<file path="config.mk">
export PLATFORM = sky130hd
export DESIGN_NAME = memory_arbiter_flat
export DESIGN_NICKNAME = d
export VERILOG_FILES = /design/src/rtl/memory_arbiter_if.sv /design/src/rtl/memory_arbiter.sv /design/src/flat_wrapper.sv
export SDC_FILE = /design/constraint.sdc
export NUM_CORES = 1
export LEC_CHECK = 0
export CAP_MARGIN = 20
export CORE_AREA = 2 2 206 208
export CTS_BUF_LIST = sky130_fd_sc_hd__clkbuf_8 sky130_fd_sc_hd__clkbuf_16
export CTS_CLUSTER_DIAMETER = 60
export DETAILED_ROUTE_END_ITERATION = 6
export DIE_AREA = 0 0 208 210
export PLACE_DENSITY = 0.65
export SLEW_MARGIN = 20
export SYNTH_ARGS = -nofsm -noshare
export SYNTH_HDL_FRONTEND = slang
export SYNTH_SLANG_ARGS = --single-unit
export TNS_END_PERCENT = 10
</file>
<file path="constraint.sdc">
create_clock -name clk -period 2.2 [get_ports clk]
set_input_delay 0.33 -clock clk [delete_from_list [all_inputs] [get_ports clk]]
set_output_delay 0.33 -clock clk [all_outputs]
set_load 0.005 [all_outputs]
</file>
<file path="src/rtl/memory_arbiter_if.sv">
// Bundle of the fetch port, data port and shared-memory signals around memory_arbiter.
// The arbiter uses the slave view; requesters and memory together use the master view.
interface memory_arbiter_if #(
  parameter int ADDR_W = 64,
  parameter int DATA_W = 64
);
  logic              if_req;
  logic [ADDR_W-1:0] if_addr;
  logic              if_done;
  logic [DATA_W-1:0] if_rdata;
  logic              if_err;

  logic              d_req;
  logic              d_we;
  logic [ADDR_W-1:0] d_addr;
  logic [DATA_W-1:0] d_wdata;
  logic              d_done;
  logic [DATA_W-1:0] d_rdata;
  logic              d_err;

  logic              mem_req;
  logic              mem_we;
  logic [ADDR_W-1:0] mem_addr;
  logic [DATA_W-1:0] mem_wdata;
  logic              mem_ready;
  logic [DATA_W-1:0] mem_rdata;

  logic              busy;

  modport slave (
    input  if_req, if_addr, d_req, d_we, d_addr, d_wdata, mem_ready, mem_rdata,
    output if_done, if_rdata, if_err, d_done, d_rdata, d_err,
    output mem_req, mem_we, mem_addr, mem_wdata, busy
  );

  modport master (
    output if_req, if_addr, d_req, d_we, d_addr, d_wdata, mem_ready, mem_rdata,
    input  if_done, if_rdata, if_err, d_done, d_rdata, d_err,
    input  mem_req, mem_we, mem_addr, mem_wdata, busy
  );
endinterface

</file>
<file path="src/rtl/memory_arbiter.sv">
// Round-robin arbiter sharing one single-port memory between a fetch port and a data port,
// with a per-transaction timeout. Every output comes straight from a flop.
module memory_arbiter #(
  parameter int ADDR_W  = 64,
  parameter int DATA_W  = 64,
  parameter int TIMEOUT = 16
) (
  input  logic             clk,
  input  logic             rst_n,
  memory_arbiter_if.slave  bus
);

  typedef enum logic [1:0] {IDLE, BUSY_I, BUSY_D} state_t;

  localparam logic [7:0] CNT_LAST = 8'(TIMEOUT - 1);

  state_t            state_q, state_d;
  logic              last_grant_q, last_grant_d;  // 1 = data port granted last
  logic [7:0]        cnt_q, cnt_d;
  logic              mem_req_q, mem_req_d;
  logic              mem_we_q, mem_we_d;
  logic [ADDR_W-1:0] mem_addr_q, mem_addr_d;
  logic [DATA_W-1:0] mem_wdata_q, mem_wdata_d;
  logic              if_done_q, if_done_d;
  logic              if_err_q, if_err_d;
  logic [DATA_W-1:0] if_rdata_q, if_rdata_d;
  logic              d_done_q, d_done_d;
  logic              d_err_q, d_err_d;
  logic [DATA_W-1:0] d_rdata_q, d_rdata_d;
  logic              busy_q, busy_d;

  always_comb begin
    state_d      = state_q;
    last_grant_d = last_grant_q;
    cnt_d        = cnt_q;
    mem_req_d    = mem_req_q;
    mem_we_d     = mem_we_q;
    mem_addr_d   = mem_addr_q;
    mem_wdata_d  = mem_wdata_q;
    if_done_d    = 1'b0;
    if_err_d     = 1'b0;
    if_rdata_d   = if_rdata_q;
    d_done_d     = 1'b0;
    d_err_d      = 1'b0;
    d_rdata_d    = d_rdata_q;

    case (state_q)
      IDLE: begin
        // On a tie the port that did not win last time gets the memory.
        if (bus.d_req && (!bus.if_req || !last_grant_q)) begin
          state_d      = BUSY_D;
          last_grant_d = 1'b1;
          cnt_d        = '0;
          mem_req_d    = 1'b1;
          mem_we_d     = bus.d_we;
          mem_addr_d   = bus.d_addr;
          mem_wdata_d  = bus.d_wdata;
        end else if (bus.if_req) begin
          state_d      = BUSY_I;
          last_grant_d = 1'b0;
          cnt_d        = '0;
          mem_req_d    = 1'b1;
          mem_we_d     = 1'b0;
          mem_addr_d   = bus.if_addr;
          mem_wdata_d  = '0;
        end
      end
      BUSY_I, BUSY_D: begin
        if (bus.mem_ready) begin
          state_d   = IDLE;
          mem_req_d = 1'b0;
          if (state_q == BUSY_I) begin
            if_done_d  = 1'b1;
            if_rdata_d = bus.mem_rdata;
          end else begin
            d_done_d  = 1'b1;
            d_rdata_d = mem_we_q ? '0 : bus.mem_rdata;
          end
        end else if (cnt_q == CNT_LAST) begin
          // Memory never answered: release it and report the abort on the owning port.
          state_d   = IDLE;
          mem_req_d = 1'b0;
          if (state_q == BUSY_I) begin
            if_done_d  = 1'b1;
            if_err_d   = 1'b1;
            if_rdata_d = '0;
          end else begin
            d_done_d  = 1'b1;
            d_err_d   = 1'b1;
            d_rdata_d = '0;
          end
        end else begin
          cnt_d = cnt_q + 8'd1;
        end
      end
      default: begin
        state_d   = IDLE;
        mem_req_d = 1'b0;
      end
    endcase

    busy_d = (state_d != IDLE);
  end

  always_ff @(posedge clk or negedge rst_n) begin
    if (!rst_n) begin
      state_q      <= IDLE;
      last_grant_q <= 1'b0;
      cnt_q        <= '0;
      mem_req_q    <= 1'b0;
      mem_we_q     <= 1'b0;
      mem_addr_q   <= '0;
      mem_wdata_q  <= '0;
      if_done_q    <= 1'b0;
      if_err_q     <= 1'b0;
      if_rdata_q   <= '0;
      d_done_q     <= 1'b0;
      d_err_q      <= 1'b0;
      d_rdata_q    <= '0;
      busy_q       <= 1'b0;
    end else begin
      state_q      <= state_d;
      last_grant_q <= last_grant_d;
      cnt_q        <= cnt_d;
      mem_req_q    <= mem_req_d;
      mem_we_q     <= mem_we_d;
      mem_addr_q   <= mem_addr_d;
      mem_wdata_q  <= mem_wdata_d;
      if_done_q    <= if_done_d;
      if_err_q     <= if_err_d;
      if_rdata_q   <= if_rdata_d;
      d_done_q     <= d_done_d;
      d_err_q      <= d_err_d;
      d_rdata_q    <= d_rdata_d;
      busy_q       <= busy_d;
    end
  end

  assign bus.mem_req   = mem_req_q;
  assign bus.mem_we    = mem_we_q;
  assign bus.mem_addr  = mem_addr_q;
  assign bus.mem_wdata = mem_wdata_q;
  assign bus.if_done   = if_done_q;
  assign bus.if_err    = if_err_q;
  assign bus.if_rdata  = if_rdata_q;
  assign bus.d_done    = d_done_q;
  assign bus.d_err     = d_err_q;
  assign bus.d_rdata   = d_rdata_q;
  assign bus.busy      = busy_q;

endmodule

</file>
<file path="src/flat_wrapper.sv">
// flat-port wrapper written by rule: the top's interface ports become plain ports
module memory_arbiter_flat 
#(
  parameter int ADDR_W  = 64,
  parameter int DATA_W  = 64,
  parameter int TIMEOUT = 16
)
  (clk, rst_n, bus_if_req, bus_if_addr, bus_d_req, bus_d_we, bus_d_addr, bus_d_wdata, bus_mem_ready, bus_mem_rdata, bus_if_done, bus_if_rdata, bus_if_err, bus_d_done, bus_d_rdata, bus_d_err, bus_mem_req, bus_mem_we, bus_mem_addr, bus_mem_wdata, bus_busy);
  memory_arbiter_if #(.ADDR_W(ADDR_W), .DATA_W(DATA_W)) bus_i ();
  input  logic clk;
  input  logic rst_n;
  input wire logic [$bits(bus_i.if_req)-1:0] bus_if_req;
  input wire logic [$bits(bus_i.if_addr)-1:0] bus_if_addr;
  input wire logic [$bits(bus_i.d_req)-1:0] bus_d_req;
  input wire logic [$bits(bus_i.d_we)-1:0] bus_d_we;
  input wire logic [$bits(bus_i.d_addr)-1:0] bus_d_addr;
  input wire logic [$bits(bus_i.d_wdata)-1:0] bus_d_wdata;
  input wire logic [$bits(bus_i.mem_ready)-1:0] bus_mem_ready;
  input wire logic [$bits(bus_i.mem_rdata)-1:0] bus_mem_rdata;
  output wire logic [$bits(bus_i.if_done)-1:0] bus_if_done;
  output wire logic [$bits(bus_i.if_rdata)-1:0] bus_if_rdata;
  output wire logic [$bits(bus_i.if_err)-1:0] bus_if_err;
  output wire logic [$bits(bus_i.d_done)-1:0] bus_d_done;
  output wire logic [$bits(bus_i.d_rdata)-1:0] bus_d_rdata;
  output wire logic [$bits(bus_i.d_err)-1:0] bus_d_err;
  output wire logic [$bits(bus_i.mem_req)-1:0] bus_mem_req;
  output wire logic [$bits(bus_i.mem_we)-1:0] bus_mem_we;
  output wire logic [$bits(bus_i.mem_addr)-1:0] bus_mem_addr;
  output wire logic [$bits(bus_i.mem_wdata)-1:0] bus_mem_wdata;
  output wire logic [$bits(bus_i.busy)-1:0] bus_busy;
  assign bus_i.if_req = bus_if_req;
  assign bus_i.if_addr = bus_if_addr;
  assign bus_i.d_req = bus_d_req;
  assign bus_i.d_we = bus_d_we;
  assign bus_i.d_addr = bus_d_addr;
  assign bus_i.d_wdata = bus_d_wdata;
  assign bus_i.mem_ready = bus_mem_ready;
  assign bus_i.mem_rdata = bus_mem_rdata;
  assign bus_if_done = bus_i.if_done;
  assign bus_if_rdata = bus_i.if_rdata;
  assign bus_if_err = bus_i.if_err;
  assign bus_d_done = bus_i.d_done;
  assign bus_d_rdata = bus_i.d_rdata;
  assign bus_d_err = bus_i.d_err;
  assign bus_mem_req = bus_i.mem_req;
  assign bus_mem_we = bus_i.mem_we;
  assign bus_mem_addr = bus_i.mem_addr;
  assign bus_mem_wdata = bus_i.mem_wdata;
  assign bus_busy = bus_i.busy;
  memory_arbiter #(.ADDR_W(ADDR_W), .DATA_W(DATA_W), .TIMEOUT(TIMEOUT)) u_core (.clk(clk), .rst_n(rst_n), .bus(bus_i));
endmodule
</file>
# Word level (Yosys, flattened, before mapping)
# Cells that the tools add are included.
dict set report totals {
  output_inout_bits 263
  input_bits 262
  latchBits 0
  mem_count 0
  register_bits 274
  mem_bits_rw 0
  mem_bits_ro 0
  wordCells 81
}
dict set report classes {
  add_sub_neg 1
  bitwise 1
  eq_ne 7
  div_mod_pow 0
  n_mux 43
  reduce_logical 15
  shifts 0
  n_lt_le_gt_ge 0
  mul 0
}
# operator n
set op_table {}
lappend op_table {{$mux W64} 13}
lappend op_table {{$mux W8} 4}
lappend op_table {{$mux W1} 19}
lappend op_table {{$pmux W8 S2} 1}
lappend op_table {{$add A8 B1 Y8 const B} 1}
lappend op_table {{$eq A8 B4 Y1 const B} 1}
lappend op_table {{$mux W2} 4}
lappend op_table {{$reduce_bool A2 Y1} 4}
lappend op_table {{$ne A3 B2 Y1 const B} 2}
lappend op_table {{$reduce_and A3 Y1} 2}
lappend op_table {{$ne A2 B2 Y1 const B} 2}
lappend op_table {{$pmux W2 S2} 1}
lappend op_table {{$reduce_and A2 Y1} 2}
lappend op_table {{$reduce_and A4 Y1} 1}
lappend op_table {{$eq A2 B1 Y1 const B} 1}
lappend op_table {{$eq A2 B2 Y1 const B} 1}
lappend op_table {{$logic_not A1 Y1} 2}
lappend op_table {{$logic_not A2 Y1} 1}
lappend op_table {{$pmux W1 S2} 1}
lappend op_table {{$reduce_or A2 Y1} 1}
lappend op_table {{$logic_and A1 B1 Y1} 1}
lappend op_table {{$logic_or A1 B1 Y1} 1}
lappend op_table {{$not A1 Y1} 1}

# Depth between registers and ports, before layout
dict set report depth {
  ltp_word 6
  depth_mapped 8
  mapped_depth_nobuf 6
}

# Worst setup path after synthesis
# OpenSTA, ideal clock, no wires.
dict set report synth_path {
  path_kind {flip-flop to flip-flop}
  start {reg u_core.state_q[1]}
  end {reg u_core.cnt_q[4]}
  setup_ps 79
  n_path_buf 0
  slack_ps 373
  synth_period_minus_slack_ps 1827
  stages_incl_launch_ff 7
  t_arrival_ps 1747
  path_cell_list {dfrtp_1 -> inv_1 -> ha_1 -> nor3b_1 -> or2_2 -> a2111oi_2 -> mux2i_1}
}
dict set report synth_between {
  elab_chain_len 4
  word_cells_on_any_way 10
}
# element line
set synth_lines {}
lappend synth_lines {{start: declaration} memory_arbiter.sv:17} ;# state_t state_q, state_d;
lappend synth_lines {{start signal: assignment} memory_arbiter.sv:122} ;# state_q <= state_d;
lappend synth_lines {{$eq A2 B1 Y1 / $eq A2 B2 Y1 (equally long branches)} memory_arbiter.sv:47} ;# case (state_q)
lappend synth_lines {{$reduce_or A2 Y1} memory_arbiter.sv:47}
lappend synth_lines {{$ne A2 B2 Y1 (no line) / $reduce_bool A2 Y1 (equally long branches)} -}
lappend synth_lines {{$reduce_and A4 Y1 (no line)} -}
lappend synth_lines {{end signal: assignment} memory_arbiter.sv:124} ;# cnt_q <= cnt_d;
lappend synth_lines {{end: declaration} memory_arbiter.sv:19} ;# logic [7:0] cnt_q, cnt_d;
# Parallel ways exist; a longest one is shown, timed or not.
# A chain may end at the register's enable or synchronous reset.

# Final worst setup path
dict set report layout_path {
  start {reg u_core.cnt_q[5]}
  end {reg u_core.d_rdata_q[49], in the netlist u_core.bus.d_rdata[49]}
}
dict set report layout_between {
  elab_chain_len 3
}
# element line
set layout_lines {}
lappend layout_lines {{$eq A8 B4 Y1} memory_arbiter.sv:79} ;# end else if (cnt_q == CNT_LAST) begin
lappend layout_lines {{$reduce_bool A2 Y1 (no line)} -}
lappend layout_lines {{$reduce_and A3 Y1 (no line)} -}
lappend layout_lines {{end signal: assignment} memory_arbiter.sv:134} ;# d_rdata_q <= d_rdata_d;
lappend layout_lines {{end: declaration} memory_arbiter.sv:29} ;# logic [DATA_W-1:0] d_rdata_q, d_rdata_d;
# Every way passes these cells.

==> impl_results.md <==
* Crit Path Class: flip-flop to flip-flop
* Share of the yosys chip area belonging to registers at ~64%
* Setup ws final at roughly 0.21 ns
* Met1 Track Usage GR at between 10% and 20%
* TritonCTS clock tree: yes
* Multi-input logic area at 3438 um^2
* Setup bufs post-CTS at 0
* Fraction of layout cells with a size suffix above 1 at between 7 and 8%
* YS warnings at 0
* Initial antenna violation count at 2
* # fillers at approximately 3900
* Vias in the first global route at 9357
* Worst setup SP type: flip-flop
* Max FO, Critical Path at between 60 and 70
* Final ANT Viol Nets at 0
* Asr flop ratio synth at 100.0%
* Setup TNS Final at 0 ns
* Detail Placement HPWL at between 20 and 30 mm
* RSZ-0062 raised after global routing: false
* Status: finished, final reports clean
* Power density over the cells at 1340 nW/um^2
* Routability Congestion at roughly 0.81
* Netlist cell types at 38
* PortBufs at approximately 520
* Placed Area at between 15000 and 20000 um^2
* GRT overflow at 0
* Vias per Instance at approximately 4.6
* Root Driver: clkbuf_16
* Syn nets at 1071
* Slew Viols, Final at 0
* Final Util at 43.25%
* Number of clock sinks at about 270
* DRC errors left at 0
* NumNets Final at around 1600
* 1st-pass router iterations at 4
* VDD IR max at 479.5 uV
* P_leak at between 0.007 and 0.008 uW
* Placed cells at ~1800
* Setup violators final at 0
* Place WS at approximately 0.18 ns
* Die Height at between 200 and 250 um
* Upper clock frequency limit at 0.5022 GHz
* Yosys reg bits at about 270
* Final instance area at approximately 18000 um^2
* Number of H-tree levels at 2
* # IOs at around 530
* Clk slew on worst S/H paths at ~0.060 ns
* DIE WIDTH at about 210 um
* # rows at 75
* Met3 Resource Use GR at slightly below 6%
* Register area at around 6900 um^2
* Gr busiest metal: met2
* Data arrival, critical path at 2.39 ns
* Hold Fails Final Rpt at 0
* Met2 Use GR at between 20 and 30%
* Top_reg_cell synth: dfrtp_1
* Clk buf depth at 3
* Max_slew headroom at 65.91%
* Tightest Pin Transition at ~0.51 ns
* Largest net degree at the start of global routing at 67
* Die area at ~44000 um^2
* EDFF count, synth at 0
* Max-cap violations at 0
* Post-Synthesis Cells at ~800
* Area growth from synthesis to layout at 68.61%
* Final Cycle Share at between 90% and 100%
* Routed WL per cell at roughly 19 um
* Fin cells at 1905
* GRT Util Overall at about 16%
* Minimum clock period at roughly 2 ns
* Critical path capture point type: flip-flop
* Worst hold path class: input port to asynchronous set/reset pin
* Drt first-iter violations at 535
* Core Footprint at 41480 um^2
* Mapped Avg Cell Area at 13.22 um^2
* Insertion delay to the later sink of the worst-skew pair at 0.53 ns
* Clock skew at between 0.03 and 0.04 ns
* CTS Buf Count at 35
* Worst EP required at between 2 and 3 ns
* Post-Syn Area at ~11000 um^2
* Starting Density at roughly a quarter
* Global-route wire length before repair at 55.63 mm
* Routed via count at 8852
* Drt total wl at between 30 and 40 mm
cell usage in the layout (no fill, tap or decap), types with 2 or more instances in the layout:
| cell type | count |
|---|---|
| clkinv_2 | 4 |
| a211oi_1 | 2 |
| dfrtp_1 | 274 |
| buf_4 | 20 |
| clkbuf_8 | 7 |
| clkinvlp_4 | 2 |
| nand3_1 | 2 |
| inv_6 | 2 |
| ha_1 | 4 |
| o21ai_0 | 73 |
| clkdlybuf4s50_1 | 523 |
| nand2_1 | 71 |
| clkbuf_16 | 36 |
| buf_12 | 18 |
| mux2_2 | 2 |
| a21oi_1 | 9 |
| a22o_1 | 196 |
| nand3b_1 | 2 |
| and3_1 | 2 |
| nor2_1 | 7 |
| nand2b_1 | 2 |
| inv_1 | 12 |
| clkinv_8 | 2 |
| bufinv_16 | 2 |
| nor3b_1 | 2 |
| mux2i_1 | 65 |
| and4b_1 | 2 |
state kept, by name (all words and copies together), names as in the netlist:
| signal | cells |
|---|---|
| u_core.bus.d_err | 1 |
| u_core.last_grant_q | 1 |
| u_core.bus.if_done | 1 |
| u_core.bus.mem_we | 1 |
| u_core.bus.mem_wdata | 64 |
| u_core.bus.mem_addr | 64 |
| u_core.bus.mem_req | 1 |
| u_core.bus.if_rdata | 64 |
| u_core.cnt_q | 8 |
| u_core.bus.d_done | 1 |
| u_core.bus.d_rdata | 64 |
| u_core.state_q | 2 |
| u_core.bus.busy | 1 |
| u_core.bus.if_err | 1 |
worst paths after layout:
check / from / endpoint / slack (ns) / cells past startpoint
min: rst_n / u_core.bus.d_rdata[37]$_DFFE_PN0P_ / 0.36 / 2
max reg2reg: u_core.cnt_q[5]$_DFFE_PN0P_ / u_core.bus.d_rdata[49]$_DFFE_PN0P_ / 0.21 / 5
min reg2reg: u_core.bus.mem_addr[56]$_DFFE_PN0P_ / u_core.bus.mem_addr[56]$_DFFE_PN0P_ / 0.47 / 2
min in group clk: bus_d_wdata[39] / u_core.bus.mem_wdata[39]$_DFFE_PN0P_ / 0.39 / 2
max in group asynchronous: rst_n / u_core.bus.mem_addr[57]$_DFFE_PN0P_ / 1.15 / 3
max: u_core.cnt_q[5]$_DFFE_PN0P_ / u_core.bus.d_rdata[49]$_DFFE_PN0P_ / 0.21 / 5
layout make-up:
class,instances,share of cell area [%]
Sequential cell,274,38.22
Clock buffer,43,5.559
Timing Repair Buffer,563,32.17
Multi-Input combinational cell,460,19.17
Antenna cell,1,0.01395
Tap cell,539,3.759
Clock inverter,18,0.9625
Inverter,7,0.1465
where the power goes:
group	total [uW]	switching [uW]	internal, uW	leakage [uW]
clock	5690	2220	3470	0.000592
sequential	8460	1270	7200	0.00347
combinational	9890	3850	6030	0.00373
cells by family after synthesis:
family / Yosys count / synth area share [%]
flops: 274 / 64.45
buf+inv: 71 / 3.575
compound gates: 288 / 20.80
simple gates: 101 / 4.375
mux: 67 / 6.327
fa+ha+maj: 4 / 0.4704
worst max-delay path, cell delays in order (launching register included):
cell,delay (ns)
dfrtp_1,0.44
nor4_4,0.44
a21o_4,0.22
nand3b_1,0.13
buf_12,0.20
a22o_1,0.31
per-stage QoR:
stage | total power, uW | hold slack [ns]
after floorplan | 12110 | 0.03441
after global placement | 18370 | 0.3258
after detailed placement | 18530 | 0.3242
after CTS | 24430 | 0.3422
after global routing | 25480 | 0.3655
final | 24030 | 0.3563
synth_stat cells, types with 3 or more instances:
master | count | area [um^2]
nand2_1 | 71 | 266.5
a22o_1 | 196 | 1717
buf_6 | 11 | 123.9
nor2_1 | 7 | 26.28
inv_1 | 7 | 26.28
buf_4 | 7 | 52.55
and3_1 | 3 | 18.77
nand3_1 | 3 | 15.01
buf_2 | 4 | 20.02
ha_1 | 4 | 50.05
mux2i_1 | 65 | 650.6
buf_1 | 8 | 30.03
a21oi_1 | 9 | 45.04
o21ai_0 | 73 | 365.4
dfrtp_1 | 274 | 6857
clkbuf_1 | 34 | 127.6
metal layers:
metal | vias to the layer above | wire length, um | part of all wire [%]
li1 | 4071 | - | -
met5 | - | 13 | 0.036
met4 | 2 | 1179 | 3.2
met1 | 4325 | 14060 | 39
met2 | 386 | 17960 | 49
met3 | 68 | 3279 | 9.0
what timing repair did:
item                                    in CTS  in global routing
hold buffers                                 1                  0
endpoints found under the setup margin       0                  0
gates resized for setup                      0                  0
hold endpoints to repair                    52                  0
No activity file was read; power rests on OpenSTA's default activity.
